==> config.mk <==
export PLATFORM = sky130hd
export DESIGN_NAME = wb_dma_addr_gen
export DESIGN_NICKNAME = d
export VERILOG_FILES = /design/src/rtl/wb_dma_addr_gen.sv
export SDC_FILE = /design/constraint.sdc
export NUM_CORES = 1
export LEC_CHECK = 0
export ABC_CLOCK_PERIOD_IN_PS = 2450
export CAP_MARGIN = 25
export CORE_ASPECT_RATIO = 1.2
export CORE_MARGIN = 2
export CORE_UTILIZATION = 25
export DETAILED_ROUTE_END_ITERATION = 8
export DONT_BUFFER_PORTS = 1
export PLACE_DENSITY = 0.35
export SLEW_MARGIN = 20
export SYNTH_ARGS = -nofsm -noshare
export SYNTH_HDL_FRONTEND = slang
export SYNTH_SLANG_ARGS = --single-unit
==> constraint.sdc <==
create_clock -name i_clk -period 2.45 [get_ports i_clk]
set_input_delay 0.245 -clock i_clk [delete_from_list [all_inputs] [get_ports i_clk]]
set_output_delay 0.245 -clock i_clk [all_outputs]
set_load 0.05 [all_outputs]
==> src/rtl/wb_dma_addr_gen.sv <==
// DMA channel word-address / beat-count generator with carry-select address split,
// terminal-count detection, fixed-address mode, aligned wrap bursts and overflow flag.
module wb_dma_addr_gen #(
  parameter int unsigned AW    = 30,
  parameter int unsigned SPLIT = 16,
  parameter int unsigned CW    = 12
) (
  input  logic          i_clk,
  input  logic          i_rst_n,
  input  logic          i_clr,
  input  logic          i_ld,
  input  logic [AW-1:0] i_ld_adr,
  input  logic [CW-1:0] i_ld_cnt,
  input  logic          i_inc_en,
  input  logic [1:0]    i_wrap_sz,
  input  logic          i_adv,
  output logic [AW-1:0] o_adr,
  output logic [CW-1:0] o_cnt,
  output logic          o_busy,
  output logic          o_done,
  output logic          o_ovf
);

  localparam int unsigned HW = AW - SPLIT;

  localparam logic ST_IDLE   = 1'b0;
  localparam logic ST_ACTIVE = 1'b1;

  localparam logic [HW-1:0]    HW_ONE = HW'(1);
  localparam logic [SPLIT:0]   LO_ONE = (SPLIT + 1)'(1);
  localparam logic [CW-1:0]    CW_ONE = CW'(1);

  logic [SPLIT-1:0] r_lo;
  logic [HW-1:0]    r_hi;
  logic [HW-1:0]    r_hi_p1;
  logic [CW-1:0]    r_cnt;
  logic             r_inc;
  logic [1:0]       r_wrap;
  logic             r_state;
  logic             r_done;
  logic             r_ovf;

  logic [SPLIT:0]   w_lo_sum;
  logic [SPLIT-1:0] w_wrap_mask;
  logic [SPLIT-1:0] w_lo_wrap;
  logic             w_lo_carry;
  logic             w_hi_ones;
  logic             w_accept;
  logic [HW-1:0]    w_ld_hi;

  assign w_lo_sum   = {1'b0, r_lo} + LO_ONE;
  assign w_lo_carry = w_lo_sum[SPLIT];
  assign w_hi_ones  = &r_hi;
  assign w_accept   = i_adv && (r_state == ST_ACTIVE);
  assign w_ld_hi    = i_ld_adr[AW-1:SPLIT];

  always_comb begin
    w_wrap_mask = '0;
    case (r_wrap)
      2'd1:    w_wrap_mask = SPLIT'(4'h3);
      2'd2:    w_wrap_mask = SPLIT'(4'h7);
      2'd3:    w_wrap_mask = SPLIT'(4'hF);
      default: w_wrap_mask = '0;
    endcase
  end

  // Wrap mode only rewrites the low W bits; the increment is shared with linear mode.
  assign w_lo_wrap = (r_lo & ~w_wrap_mask) | (w_lo_sum[SPLIT-1:0] & w_wrap_mask);

  always_ff @(posedge i_clk or negedge i_rst_n) begin
    if (!i_rst_n) begin
      r_lo    <= '0;
      r_hi    <= '0;
      r_hi_p1 <= HW_ONE;
      r_cnt   <= '0;
      r_inc   <= 1'b0;
      r_wrap  <= '0;
      r_state <= ST_IDLE;
      r_done  <= 1'b0;
      r_ovf   <= 1'b0;
    end else begin
      r_done <= 1'b0;
      if (i_clr) begin
        r_state <= ST_IDLE;
        r_cnt   <= '0;
        r_ovf   <= 1'b0;
      end else if (i_ld) begin
        r_lo    <= i_ld_adr[SPLIT-1:0];
        r_hi    <= w_ld_hi;
        r_hi_p1 <= w_ld_hi + HW_ONE;
        r_cnt   <= i_ld_cnt;
        r_inc   <= i_inc_en;
        r_wrap  <= i_wrap_sz;
        r_ovf   <= 1'b0;
        if (i_ld_cnt == '0) begin
          r_state <= ST_IDLE;
          r_done  <= 1'b1;
        end else begin
          r_state <= ST_ACTIVE;
        end
      end else if (w_accept) begin
        r_cnt <= r_cnt - CW_ONE;
        if (r_cnt == CW_ONE) begin
          r_state <= ST_IDLE;
          r_done  <= 1'b1;
        end
        if (r_inc) begin
          if (r_wrap == 2'd0) begin
            r_lo <= w_lo_sum[SPLIT-1:0];
            // Carry-select: the high half swaps in the precomputed +1 value.
            if (w_lo_carry) begin
              r_hi    <= r_hi_p1;
              r_hi_p1 <= r_hi_p1 + HW_ONE;
              if (w_hi_ones) r_ovf <= 1'b1;
            end
          end else begin
            r_lo <= w_lo_wrap;
          end
        end
      end
    end
  end

  assign o_adr  = {r_hi, r_lo};
  assign o_cnt  = r_cnt;
  assign o_busy = r_state;
  assign o_done = r_done;
  assign o_ovf  = r_ovf;

endmodule

# Word-level counts from Yosys, hierarchy flattened
# Cells that the tools add are included.
[op_classes] n_addsub=4 n_eq_ne=4 n_mux=35 n_bitwise=5 n_reduce_logical=19
[ops] cell="$mux W14" count=10
[ops] cell="$mux W16" count=4
[ops] cell="$mux W12" count=3
[ops] cell="$and A16 B16 Y16" count=2
[ops] cell="$add A14 B1 Y14 const B" count=2
[ops] cell="$reduce_bool A3 Y1" count=6
[ops] cell="$add A16 B1 Y17 const B" count=1
[ops] cell="$mux W1" count=17
[ops] cell="$not A16 Y16" count=1
[ops] cell="$or A16 B16 Y16" count=1
[ops] cell="$reduce_and A14 Y1" count=1
[ops] cell="$eq A12 B1 Y1 const B" count=1
[ops] cell="$logic_not A12 Y1" count=1
[ops] cell="$pmux W4 S3" count=1
[ops] cell="$sub A12 B1 Y12 const B" count=1
[ops] cell="$reduce_and A5 Y1" count=2
[ops] cell="$reduce_bool A2 Y1" count=4
[ops] cell="$eq A2 B2 Y1 const B" count=2
[ops] cell="$reduce_and A2 Y1" count=2
[ops] cell="$reduce_and A3 Y1" count=1
[ops] cell="$eq A2 B1 Y1 const B" count=1
[ops] cell="$logic_not A2 Y1" count=1
[ops] cell="$logic_and A1 B1 Y1" count=1
[ops] cell="$not A1 Y1" count=1
[word_totals] ff_bits=62 input_bits=50 output_inout_bits=45 elab_cells=76

# Depth between registers and ports, before layout
[logic_depth] word_depth=9 ltp_mapped=10

# Worst setup path before layout
# No wires, ideal clock.
[synth_path] path_type="register to register" from="register r_lo[0]" to="register r_hi_p1[12]" setup_ns=0.087 arrival_time_ns=2.235 path_slack_ns=0.128 path_stages_with_launch=7 path_buffers=0 period_less_slack_ns=2.322 path_cell_list="dfrtp_1 > ha_1 > nand3_2 > nor4_4 > a31oi_4 > or4_1 > o211ai_1"
[synth_via] elab_chain_len=3
[synth_rtl] item="start, declared" line="33" source="logic [SPLIT-1:0] r_lo;"
[synth_rtl] item="start signal, assigned" line="88" source="r_lo <= i_ld_adr[SPLIT-1:0];"
[synth_rtl] item="start signal, assigned" line="109" source="r_lo <= w_lo_sum[SPLIT-1:0];"
[synth_rtl] item="start signal, assigned" line="117" source="r_lo <= w_lo_wrap;"
[synth_rtl] item="$add A16 B1 Y17" line="51" source="assign w_lo_sum = {1'b0, r_lo} + LO_ONE;"
[synth_rtl] item="$reduce_bool A2 Y1 (no line)"
[synth_rtl] item="$reduce_and A5 Y1 (no line)"
[synth_rtl] item="end signal, assigned" line="90" source="r_hi_p1 <= w_ld_hi + HW_ONE;"
[synth_rtl] item="end signal, assigned" line="113" source="r_hi_p1 <= r_hi_p1 + HW_ONE;"
[synth_rtl] item="end, declared" line="35" source="logic [HW-1:0] r_hi_p1;"
# No other way between the ends.
# A chain may end at the register's enable or synchronous reset.

# Worst setup path in the final report
[layout_path] from="register r_lo[1]" to="register r_hi_p1[11]"
# Same word-level chain as after synthesis.

==> impl_metrics.csv <==
group,metric,value,unit
worst_setup_path,cp_max_fo,27,
logic_synthesis,synth_area_per_cell,8.654,um^2
cells_and_area,finish.utilization,0.3132,
floorplanning,die_x,116.9,um
drt,drt_iter0_markers,194,
drt,viasPerCell,5.052,
drt,wl_per_cell,17.84,um
worst_setup_path,crit_chain,"ha_1 -> nand3_2 -> nor4_4 -> a31oi_4 -> buf_4 -> a22oi_1 -> o211ai_1",
place,portBuffers,0,
clocking,cts_buffers,9,
clocking,cts_num_sinks,62,
timing,holdWs,0.01681,ns
timing,worst_pin_slew,0.8598,ns
logic_synthesis,synthFlopType,"dfrtp_1",
floorplanning,dieArea,16310,um^2
cells_and_area,final_cells,686,
cells_and_area,antenna_cells,0,
global_routing,grt_pass1_wl,19.33,mm
timing,maxSlewViolCount,0,
logic_synthesis,yosysTopAreaCellShare,0.3991,
logic_synthesis,yosys-top-cells-count,"dfrtp_1, o21ai_0, nand2_1",
floorplanning,initial_utilization,0.2557,
timing,rsz0062_at_grt,"no",
cells_and_area,drive_above_1_share,0.1515,
timing,hold_violations,0,
clocking,cts_tree,"built",
floorplanning,die_y,139.5,um
logic_synthesis,syn_nets,496,
global_routing,grt_usage,0.1546,
worst_hold_path,hold_depth,2,
place,gp_congestion,0.7673,
logic_synthesis,synth.cell_area,3825,um^2
power,power.density,817.2,nW/um^2
worst_setup_path,required,2.66,ns
drt,drtAntennaViolNets,0,
place,dp_hpwl,8.513,mm
timing,skew,0.007963,ns
logic_synthesis,synth_cell_types,59,
worst_setup_path,crit_type,"register to register",
place,dp_cells,666,
clocking,cts-root-buf,"clkbuf_16",
run_status,status,"complete, no violations",
logic_synthesis,synth.most_common_cell,"dfrtp_1",
cells_and_area,nets,531,
worst_hold_path,hold_class,"input port to register",
worst_setup_path,path_buf_inv,1,
timing,finalSetupViolations,0,
timing,slew_headroom,0.4268,
logic_synthesis,synth_cells,442,
cells_and_area,area_growth,22.51,%
worst_setup_path,cpPeakStageDelay,0.36,ns
global_routing,overflow,0,
global_routing,grt_max_degree,105,
clocking,htree_levels,3,
power,power.leakage,0.001928,uW
clocking,clk_latency,0.34,ns
global_routing,grt_pass1_vias,3410,
worst_hold_path,holdCritStartpoint,"i_wrap_sz[1]",
floorplanning,fp.coreArea,14960,um^2
timing,max_clock_freq,0.4806,GHz
logic_synthesis,synth.largest_area_cell,"dfrtp_1",
drt,dr.pass1.iters,4,
drt,via_count,3466,
clocking,clockBufferDepth,2,
floorplanning,rows,49,
worst_hold_path,worstHoldEndpoint,"r_wrap[1]",
clocking,cts_resized,0,
worst_setup_path,cp_top_family,"compound AO/OA/AOI/OAI gates",
worst_setup_path,r2r-end,"r_hi_p1[11]",
timing,period_needed,2.081,ns
power,vdd_drop_max,0.0002445,V
logic_synthesis,synth_area_leaders,"dfrtp_1, o21ai_0, nand2_1",
worst_setup_path,end_kind,"register",
floorplanning,io_pins,95,
logic_synthesis,yosysSeqAreaShare,0.4060,
logic_synthesis,yosys_warnings,0,
drt,totalWireLength,12.24,mm
clocking,clk_pin_slew,0.06,ns
worst_setup_path,crit_slowest_cell,"nor4_4",
logic_synthesis,synth_edf_count,0,
power,p_total,3829,uW
timing,post-route-period-util,0.8493,
logic_synthesis,synthArstFlopShare,1.000,
worst_setup_path,r2r_slack,0.37,ns
logic_synthesis,synth-seq-cells,62,
worst_setup_path,cp-start-kind,"register",
global_routing,antenna_found_initial,0,
run,drv_cap,0,
worst_setup_path,r2r_start,"r_lo[1]",
worst_setup_path,cp_data_arrival_time,2.29,ns
drt,drc,0,
worst_setup_path,cp-startpoint,"r_lo[1]",
worst_setup_path,reg2reg_depth,7,
timing,setup_tns,0,ns
[cells by family after synthesis]
family / synth area share
simple gates: 0.2578
compound gates: 0.2103
flops: 0.4060
buf+inv: 0.03369
xor+xnor: 0.03893
mux: 0.04024
fa+ha+maj: 0.01309
[power by group]
| group | leakage, uW | total [uW] | internal, uW | switching (uW) |
|---|---|---|---|---|
| registers | 0.000768 | 1340 | 1180 | 162 |
| logic | 0.00100 | 1100 | 340 | 758 |
| clock network | 0.000157 | 1390 | 915 | 471 |
| total | 0.00193 | 3830 | 2440 | 1390 |
[stage by stage]
stage          cell area [um^2]  setup WS [ns]
3_5_place_dp               4312         0.3486
3_3_place_gp               4312         0.3658
4_1_cts                    4686         0.3436
5_1_grt                    4686         0.1315
2_1_floorplan              3825         0.1284
6_report                   4686         0.3692
[layout by cell type (no fill, tap or decap), types with 3 or more instances in the layout]
cell           Yosys  final
a21oi_1           23     23
a22oi_1            8      8
a31oi_1           13     13
and3_1             7      7
buf_4              1     45
clkbuf_16          0      9
dfrtp_1           61     61
dlygate4sd3_1      0      3
ha_1               4      4
inv_1              6      6
mux2_2             3      3
mux2i_1           12     12
nand2_1           44     44
nand2b_1           5      5
nand3_1           19     19
nand3b_1           6      6
nand4_1            7      7
nand4b_1           4      4
nor2_1            42     42
nor2b_1           10     10
nor3_1            10     10
nor4_1             7      7
nor4b_1            4      4
o211ai_1           4      4
o21ai_0           54     53
o31a_1             3      3
or3_1              3      3
or4_1              3      3
xnor2_1            6      6
xor2_1            11     11
[state kept, by name, summed over array words and instances (netlist names), named ones only]
name	cells
o_cnt	12
r_wrap	2
o_done	1
r_hi	14
o_busy	1
r_lo	14
r_hi_p1	14
o_ovf	1
r_inc	1
[routing by layer]
layer	wire (um)	vias up	GRT usage
met3	747	15	0.04355
li1	-	1701	-
met4	172	0	0.05387
met1	5274	1677	0.1930
met5	0	-	0
met2	6043	73	0.2534
[cell type report]
| type | instances | area (um^2) |
|---|---|---|
| Fill cell | 1625 | 10270 |
| Multi-Input combinational cell | 349 | 2143 |
| Tap cell | 204 | 255.2 |
| Sequential cell | 62 | 1553 |
| Clock inverter | 4 | 70.07 |
| Clock buffer | 12 | 246.5 |
| Inverter | 6 | 22.52 |
| Timing Repair Buffer | 49 | 395.4 |
[what timing repair did]
action | CTS | global route
hold buffers | 4 | 0
setup buffers | 0 | 0
hold endpoints to repair | 75 | 0
[worst reg2reg max path, cell delays in order (launching register included)]
cell      delay [ns]
dfrtp_1         0.35
ha_1            0.24
nand3_2         0.14
nor4_4          0.36
a31oi_4         0.26
buf_4           0.30
a22oi_1         0.21
o211ai_1        0.10
[worst max-delay path by stage]
stage | end | depth (start not counted) | slack [ns]
2_1_floorplan | r_hi_p1[12] | 6 | 0.13
3_3_place_gp | r_hi_p1[11] | 7 | 0.37
3_5_place_dp | r_hi_p1[11] | 7 | 0.35
4_1_cts | r_hi_p1[11] | 7 | 0.34
5_1_grt | r_hi_p1[11] | 7 | 0.13
6_report | r_hi_p1[11] | 7 | 0.37
Power figures use the tool's default switching activity.
